<file path="config.mk">
export PLATFORM = sky130hd
export DESIGN_NAME = data_path_param
export DESIGN_NICKNAME = d
export VERILOG_FILES = /design/src/rtl/data_path_param.sv
export SDC_FILE = /design/constraint.sdc
export NUM_CORES = 1
export LEC_CHECK = 0
export BUFFER_PORTS_ARGS = -buffer_cell sky130_fd_sc_hd__buf_2
export CAP_MARGIN = 20
export CORE_MARGIN = 2
export CORE_UTILIZATION = 62
export CTS_CLUSTER_DIAMETER = 60
export DETAILED_ROUTE_END_ITERATION = 8
export MAX_ROUTING_LAYER = met4
export PLACE_DENSITY = 0.78
export SLEW_MARGIN = 20
export SYNTH_ARGS = -nofsm -noshare
export SYNTH_HDL_FRONTEND = slang
export SYNTH_SLANG_ARGS = --single-unit
</file>
<file path="constraint.sdc">
create_clock -name clk -period 8 [get_ports clk]
set_input_delay 1.6 -clock clk [delete_from_list [all_inputs] [get_ports clk]]
set_output_delay 1.6 -clock clk [all_outputs]
set_load 0.01 [all_outputs]
</file>
<file path="src/rtl/data_path_param.sv">
// Parametrised K&S datapath: instruction register, decoder, program counter,
// register file, eight-op ALU and flags register between the control unit and RAM.
package k_and_s_pkg;
  typedef enum logic [3:0] {
    I_NOP, I_LOAD, I_STORE, I_MOVE, I_ADD, I_SUB, I_AND, I_OR,
    I_BRANCH, I_BZERO, I_BNEG, I_BOV, I_BNOV, I_BNNEG, I_BNZERO, I_HALT
  } decoded_instruction_type;
endpackage

module data_path_param
  import k_and_s_pkg::*;
#(
  parameter int DATA_W   = 16,
  parameter int NUM_REGS = 4,
  parameter int ADDR_W   = 5
) (
  input  logic                    clk,
  input  logic                    rst_n,
  input  logic                    branch,
  input  logic                    pc_enable,
  input  logic                    ir_enable,
  input  logic                    addr_sel,
  input  logic                    c_sel,
  input  logic [2:0]              operation,
  input  logic                    write_reg_enable,
  input  logic                    flags_reg_enable,
  output decoded_instruction_type decoded_instruction,
  output logic                    zero_op,
  output logic                    neg_op,
  output logic                    unsigned_overflow,
  output logic                    signed_overflow,
  output logic [ADDR_W-1:0]       ram_addr,
  output logic [ADDR_W-1:0]       pc_out,
  output logic [DATA_W-1:0]       data_out,
  input  logic [DATA_W-1:0]       data_in
);
  localparam int REG_AW = $clog2(NUM_REGS);
  localparam int MSB    = DATA_W - 1;

  logic [DATA_W-1:0] ir;
  logic [ADDR_W-1:0] pc;
  logic [DATA_W-1:0] rf [NUM_REGS];
  logic [7:0]        opcode;
  logic [REG_AW-1:0] ra, rb, rc;
  logic [ADDR_W-1:0] addr;

  assign opcode = ir[DATA_W-1 -: 8];

  // NOTE: every output gets a default before the case so no path leaves a
  // value unassigned and no latch is inferred.
  always_comb begin
    decoded_instruction = I_NOP;
    ra   = '0;
    rb   = '0;
    rc   = '0;
    addr = '0;
    case (opcode)
      8'h81: begin decoded_instruction = I_LOAD;  rc = ir[ADDR_W +: REG_AW]; addr = ir[ADDR_W-1:0]; end
      8'h82: begin decoded_instruction = I_STORE; ra = ir[ADDR_W +: REG_AW]; addr = ir[ADDR_W-1:0]; end
      8'h91: begin
        decoded_instruction = I_MOVE;
        ra = ir[REG_AW-1:0];
        rb = ir[REG_AW-1:0];
        rc = ir[2*REG_AW +: REG_AW];
      end
      8'hA1, 8'hA2, 8'hA3, 8'hA4: begin
        case (opcode[2:0])
          3'd1:    decoded_instruction = I_ADD;
          3'd2:    decoded_instruction = I_SUB;
          3'd3:    decoded_instruction = I_AND;
          default: decoded_instruction = I_OR;
        endcase
        ra = ir[REG_AW-1:0];
        rb = ir[REG_AW +: REG_AW];
        rc = ir[2*REG_AW +: REG_AW];
      end
      8'h01: begin decoded_instruction = I_BRANCH; addr = ir[ADDR_W-1:0]; end
      8'h02: begin decoded_instruction = I_BZERO;  addr = ir[ADDR_W-1:0]; end
      8'h03: begin decoded_instruction = I_BNEG;   addr = ir[ADDR_W-1:0]; end
      8'h05: begin decoded_instruction = I_BOV;    addr = ir[ADDR_W-1:0]; end
      8'h06: begin decoded_instruction = I_BNOV;   addr = ir[ADDR_W-1:0]; end
      8'h0A: begin decoded_instruction = I_BNNEG;  addr = ir[ADDR_W-1:0]; end
      8'h0B: begin decoded_instruction = I_BNZERO; addr = ir[ADDR_W-1:0]; end
      8'hFF: decoded_instruction = I_HALT;
      default: ;
    endcase
  end

  logic [DATA_W-1:0] a, b, alu_res, bus_c;
  logic [DATA_W:0]   sum;
  logic              alu_uov, alu_sov;

  assign a = rf[ra];
  assign b = rf[rb];

  always_comb begin
    sum     = '0;
    alu_res = '0;
    alu_uov = 1'b0;
    alu_sov = 1'b0;
    case (operation)
      3'b000: alu_res = a | b;
      3'b001: begin
        sum     = {1'b0, a} + {1'b0, b};
        alu_res = sum[MSB:0];
        alu_uov = sum[DATA_W];
        // carry into the MSB is recovered from the MSB sum bit
        alu_sov = (a[MSB] ^ b[MSB] ^ alu_res[MSB]) ^ sum[DATA_W];
      end
      3'b010: begin
        sum     = {1'b0, a} + {1'b0, ~b} + {{DATA_W{1'b0}}, 1'b1};
        alu_res = sum[MSB:0];
        alu_uov = ~sum[DATA_W];
        alu_sov = (a[MSB] != b[MSB]) && (alu_res[MSB] != a[MSB]);
      end
      3'b011: alu_res = a & b;
      3'b100: alu_res = a ^ b;
      3'b101: begin alu_res = {a[MSB-1:0], 1'b0}; alu_uov = a[MSB]; end
      3'b110: begin alu_res = {1'b0, a[MSB:1]};   alu_uov = a[0];   end
      default: alu_res = a;
    endcase
  end

  assign bus_c    = c_sel ? alu_res : data_in;
  assign ram_addr = addr_sel ? addr : pc;
  assign pc_out   = pc;
  assign data_out = a;

  // NOTE: sequential state uses non-blocking assignments so every register
  // samples the pre-edge IR/PC; a write in the same cycle as ir_enable
  // therefore lands in the old instruction's rc.
  always_ff @(posedge clk or negedge rst_n) begin
    if (!rst_n) begin
      ir                <= '0;
      pc                <= '0;
      zero_op           <= 1'b0;
      neg_op            <= 1'b0;
      unsigned_overflow <= 1'b0;
      signed_overflow   <= 1'b0;
    end else begin
      if (ir_enable) ir <= data_in;
      if (pc_enable) pc <= branch ? addr : pc + ADDR_W'(1);
      if (flags_reg_enable) begin
        zero_op           <= (alu_res == '0);
        neg_op            <= alu_res[MSB];
        unsigned_overflow <= alu_uov;
        signed_overflow   <= alu_sov;
      end
    end
  end

  // NOTE: the register file is built from flops, so it is cleared by the
  // async reset like the rest of the state (a RAM macro could not be).
  always_ff @(posedge clk or negedge rst_n) begin
    if (!rst_n) begin
      for (int i = 0; i < NUM_REGS; i++) rf[i] <= '0;
    end else if (write_reg_enable) begin
      rf[rc] <= bus_c;
    end
  end
endmodule

</file>
# Yosys cells after proc, flatten, opt, wreduce, memory -nomap -nowiden
# Index checks and enable logic that the tools add are counted.
dict set report totals {
  out_inout_bits 34
  ramBits 0
  elab_cells 83
  rom_bits 0
  mem_count 0
  input_bits 28
  reg_bits 89
  latch_bits 0
}
dict set report op_classes {
  eq_ne 26
  multipliers 0
  n_bitwise 11
  n_shift 0
  n_addsub 4
  n_div 0
  muxes 21
  magnitude_cmp 4
  reduce_logical 7
}
# operator count
set op_table {}
lappend op_table {{$pmux 16 s7} 1}
lappend op_table {{$mux 16} 6}
lappend op_table {{$bmux 16 s2} 2}
lappend op_table {{$bwmux 64} 1}
lappend op_table {{$eq 8x8->1 const B} 8}
lappend op_table {{$pmux 4 s12} 1}
lappend op_table {{$add 16x16->17} 2}
lappend op_table {{$demux 16 s2} 1}
lappend op_table {{$add 17x1->17 const B} 1}
lappend op_table {{$and 16x16->16} 1}
lappend op_table {{$eq 8x2->1 const B} 2}
lappend op_table {{$eq 8x3->1 const B} 2}
lappend op_table {{$eq 8x4->1 const B} 2}
lappend op_table {{$logic_not 16->1} 1}
lappend op_table {{$not 16->16} 1}
lappend op_table {{$or 16x16->16} 1}
lappend op_table {{$xor 16x16->16} 1}
lappend op_table {{$mux 5} 3}
lappend op_table {{$eq 3x2->1 const B} 4}
lappend op_table {{$pmux 2 s2} 3}
lappend op_table {{$eq 3x3->1 const B} 3}
lappend op_table {{$ge 3x3->1 const B} 3}
lappend op_table {{$not 2->3} 3}
lappend op_table {{$reduce_or 9->1} 1}
lappend op_table {{other kinds (14)} 19}

# Logic depth before layout (Yosys ltp)
dict set report logic_depth {
  word_depth 13
  ltp_mapped 24
  mapped_depth_nobuf 20
}

# Worst setup path after synthesis
# Ideal clock, no wire load.
dict set report synth_path {
  path_kind {reg-to-reg}
  startpoint {register ir[9]}
  endpoint {register zero_op}
  path_buffers 3
  arrival_ns 5.652
  synth_period_minus_slack_ns 5.744
  setup_time_ns 0.092
  stages_incl_launch_ff 22
  slack_ns 2.256
  t_required_ns 7.908
  path_cell_list {dfrtp_1 > clkbuf_1 > or3b_2 > nor4_1 > a22o_1 > clkbuf_1 > clkbuf_1 > mux2i_1 > mux2i_1 > inv_1 > ha_1 > o21bai_1 > a21oi_1 > o21ai_0 > a22o_1 > a221oi_1 > o221ai_1 > a2bb2oi_1 > or4_1 > nand4bb_1 > or4_1 > o31ai_2}
}
dict set report synth_between {
  elab_chain_len 12
  word_cells_on_any_way 27
  classes_between {add/sub (3); eq/ne (6); mux (9); bitwise (6); reduce/logical (3)}
}
# element line_no
set synth_rtl {}
lappend synth_rtl {{from (decl)} 40} ;# logic [DATA_W-1:0] ir;
lappend synth_rtl {{from (signal assigned)} 141} ;# if (ir_enable) ir <= data_in;
lappend synth_rtl {{$eq 8x8->1} 57} ;# case (opcode)
lappend synth_rtl {{$reduce_or 4->1} n/a}
lappend synth_rtl {{$pmux 2 s2} 57}
lappend synth_rtl {{$not 2->3 (implied by the code)} 94} ;# assign b = rf[rb];
lappend synth_rtl {{$bmux 16 s2} 94}
lappend synth_rtl {{$mux 16 (implied by the code) (2 in a row)} 94}
lappend synth_rtl {{$not 16->16} 111} ;# sum = {1'b0, a} + {1'b0, ~b} + {{DATA_W{1'b0}}, 1'b1};
lappend synth_rtl {{$add 16x16->17} 111}
lappend synth_rtl {{$add 17x1->17} 111}
lappend synth_rtl {{$pmux 16 s7 *} 101} ;# case (operation)
lappend synth_rtl {{$logic_not 16->1 *} 144} ;# zero_op <= (alu_res == '0);
lappend synth_rtl {{to (signal assigned)} 144}
lappend synth_rtl {{to (decl)} 28} ;# output logic zero_op,
# Every way passes the cells marked *; elsewhere a longest branch is shown, timed or not. The select of a mux whose other input is x is not followed.
# A chain may end at the register's enable or synchronous reset.

# Worst setup path in the final report
dict set report layout_path {
  startpoint {register ir[8]}
  endpoint {register zero_op}
}
# Same word-level chain as after synthesis.

==> results by group <==
Synthesis
  – Warnings from Yosys: 0
  – XOR/XNOR share of the synthesized area: 0.991%
  – Simple-gate portion of the synthesized area: 16.1%
  – Post-Syn Area: 0.00795 sq mm
  – Post-synthesis compound-gate area fraction: 24.2%
  – Largest family of logic cells by synthesized area: compound AO/OA/AOI/OAI gates
  – Asr flop ratio synth: 100%
  – Mux cell area share after synthesis: 16.0%
  – Syn nets: 1054
  – Synth Flop Type: dfrtp_1
  – Post-synthesis adder-cell area fraction: 8.84%
  – Synth Instances: 971
  – Register area share after synthesis: 27.7%
  – Mean area per synthesized cell: 8.19 sq um
  – Post-synth EDFFs: 0
  – Yosys cell types: 74
  – Count of state elements after synthesis: 88

Clock tree
  – Clk buf depth: 2
  – Root Driver: clkbuf_16
  – Post-CTS setup repair buffer count: 0
  – CTS tree: done
  – Total CTS buffers: 9
  – PostCTS Resize Cnt: 0
  – Worst skew pair latency: 0.34 ns
  – Hold_buf cts: 0
  – # clock sinks: 88
  – CTS H-tree depth: 3
  – Clock Pin Slew Worst Setup and Hold Paths: 0.06 ns

Setup path
  – R2R depth: 18
  – CP Capture Type: flop
  – Worst Path Arrival: 6.38 ns
  – Critical path startpoint category: flop
  – R2r setup slk: 1.88 ns
  – Worst reg2reg startpoint: ir[8]
  – Worst-path fanout max: 17
  – CP Class: flop to flop
  – Data required, critical path: 8.26 ns
  – FF-to-FF End: zero_op

Timing
  – Final Hold Vio Count: 0
  – Final Cycle Share: 76.5%
  – Final setup violation count: 0
  – RSZ-0062 raised after global routing: false
  – Setup tns final: 0 ns
  – Clock Skew: 0.00419 ns
  – Worst-Margin Slew: 1.03 ns
  – Worst slew margin: 30.9%
  – Worst hold margin: 0.507 ns
  – Fin worst setup slack: 1.88 ns
  – Tmin final: 6.12 ns
  – Slew Viols, Final: 0
  – Fmax: 163 MHz

Finish
  – Leading cell type in the layout, fill and taps excluded: nand2_1
  – Share of cells above drive strength 1: 13.0%
  – Most frequent cells in the layout: nand2_1 (121), o21ai_0 (106), mux2i_1 (99)
  – Nets: 1074
  – Syn-to-layout area delta: 7.90%
  – Diode count: 0

Route
  – Final wirelength: 22000 um
  – Vias/cell: 6.46
  – Drt pass-1 iters: 6
  – DR iter-0 viols: 916
  – Vias: 7546
  – Per-cell routed wire length: 18.9 um
  – Post-route ant nets: 0
  – Post-route DRC: 0

Global route
  – First-pass GRT wire length: 34500 um
  – Global route overflow: 0
  – Largest net degree at the start of global routing: 65
  – Global-route usage over all layers: 33.3%
  – Antenna violations before repair: 0
  – Vias in the first global route: 6659

Hold path
  – Worst hold path stage count: 2
  – Min-delay src: rf[37]
  – Worst Hold Path EP: rf[37]
  – Worst min-delay path category: flop to flop

Die
  – Core area: 0.0126 sq mm
  – Die X: 117 um
  – Rows: 41
  – Initial core utilization: 63.3%
  – I/O Pins: 62
  – Die area: 0.0137 sq mm
  – Die Height: 117 um

Outcome
  – Status: finished, final reports clean

Power
  – Switching portion of total power: 45.0%
  – Register share of total power: 28.1%
  – Leak: 3.76 nW
  – Part of the power in the clock network: 18.9%
  – Switch Pwr: 0.000972 W
  – Power per cell area: 252 mW/mm^2
  – Max IR drop VDD: 179 uV
  – Cell-internal power: 0.00119 W
  – Power share of the combinational group: 53.0%

Placement
  – Port bufs: 61
  – DP Wirelength: 15800 um
  – Place WS: 2.01 ns
  – GPL Wtd Cong: 0.937

Job
  – Max_cap viols: 0
## critical path, stage by stage, from the launching register on
cell	delay (ns)
dfrtp_1	0.61
or3b_2	0.54
nor4_1	0.36
a22o_2	0.58
mux2i_1	0.16
mux2i_1	0.43
inv_1	0.13
ha_1	0.37
o21bai_1	0.11
a21oi_1	0.23
o21ai_0	0.12
a22o_1	0.19
a221oi_1	0.37
o221ai_1	0.18
a2bb2oi_1	0.18
or4_1	0.61
nand4bb_1	0.21
or4_1	0.42
o31ai_2	0.22
## how the worst max path moves through the flow
stage	startpoint	end	slack [ns]
2_1_floorplan	ir[9]	zero_op	2.26
3_3_place_gp	ir[8]	zero_op	2.09
3_5_place_dp	ir[8]	zero_op	2.01
4_1_cts	ir[8]	zero_op	1.98
5_1_grt	ir[8]	zero_op	1.58
6_report	ir[8]	zero_op	1.88
## cells in the mapped netlist, types with 3 or more instances
cell / number / area (sq um)
a2111oi_0: 5 / 43.8
a211oi_1: 6 / 45.0
a21o_1: 7 / 52.6
a21oi_1: 63 / 315
a221o_1: 3 / 30.0
a22o_1: 5 / 43.8
a22oi_1: 10 / 75.1
a31oi_1: 10 / 62.6
a32oi_1: 3 / 26.3
and2_1: 5 / 31.3
and3_1: 3 / 18.8
buf_1: 5 / 18.8
buf_2: 5 / 25.0
buf_6: 3 / 33.8
clkbuf_1: 47 / 176
dfrtp_1: 88 / 2200
ha_1: 53 / 663
inv_1: 56 / 210
mux2_2: 23 / 259
mux2i_1: 99 / 991
nand2_1: 121 / 454
nand2b_1: 9 / 56.3
nand3_1: 17 / 85.1
nand4_1: 3 / 18.8
nand4b_1: 3 / 26.3
nor2_1: 52 / 195
nor2b_1: 9 / 56.3
nor3_1: 23 / 115
nor3b_1: 5 / 37.5
nor4_1: 5 / 31.3
o2111ai_1: 6 / 52.6
o211ai_1: 5 / 37.5
o21a_1: 3 / 22.5
o21ai_0: 107 / 536
o21bai_1: 5 / 37.5
o221a_2: 4 / 45.0
o221ai_1: 19 / 166
o22a_1: 3 / 26.3
o22ai_1: 10 / 62.6
o31ai_1: 5 / 37.5
o32a_1: 3 / 30.0
or2_2: 3 / 18.8
or4_1: 5 / 37.5
xnor2_1: 6 / 52.6
xor2_1: 3 / 26.3
## layout make-up
cell class / count / area [sq um]
clock buffers: 12 / 267
clock inverters: 4 / 27.5
fillers: 1039 / 3990
inverters: 58 / 218
multi-input cells: 763 / 5270
flip-flops and latches: 88 / 2200
well taps: 172 / 215
repair buffers: 71 / 383
## kinds of logic (layout without fill, tap and decap cells)
family                     Yosys count  after routing
DFF                                 88             88
xor gates and xnor gates             9              9
AOI/OAI and AO/OA                  302            302
muxes                              123            123
adders and majority gates           55             55
buffers and inverters              120            145
and+or+nand+nor                    274            274
## stage by stage
| stage | total power, W | util [%] | cell area, sq um | std cells |
|---|---|---|---|---|
| after floorplan | 0.00142 | - | 7950 | 971 |
| after global placement | 0.00171 | 65.9 | 8290 | 1152 |
| after detailed placement | 0.00171 | 65.9 | 8290 | 1152 |
| after CTS | 0.00213 | 68.3 | 8580 | 1168 |
| after global routing | 0.00230 | 68.3 | 8580 | 1168 |
| final | 0.00216 | 68.3 | 8580 | 1168 |
## sequential cells by signal (all words and copies together) (netlist names)
register / flops
signed_overflow: 1
ir: 15
pc_out: 5
rf: 64
unsigned_overflow: 1
neg_op: 1
zero_op: 1
## layer usage
layer	share of wire, %	track usage, %
met5	0	-
met4	1.6	9.10
met2	46	51.0
met3	7.2	3.71
met1	46	47.1
## power by group through the flow
stage | Sequential [W] | Combinational (W) | Clock [W]
after floorplan | 0.000587 | 0.000833 | 0
after global placement | 0.000607 | 0.00110 | 0
after detailed placement | 0.000612 | 0.00110 | 0
after CTS | 0.000605 | 0.00111 | 0.000412
after global routing | 0.000618 | 0.00125 | 0.000428
final | 0.000607 | 0.00115 | 0.000409
Note: power is estimated with default switching activity, not from simulation.
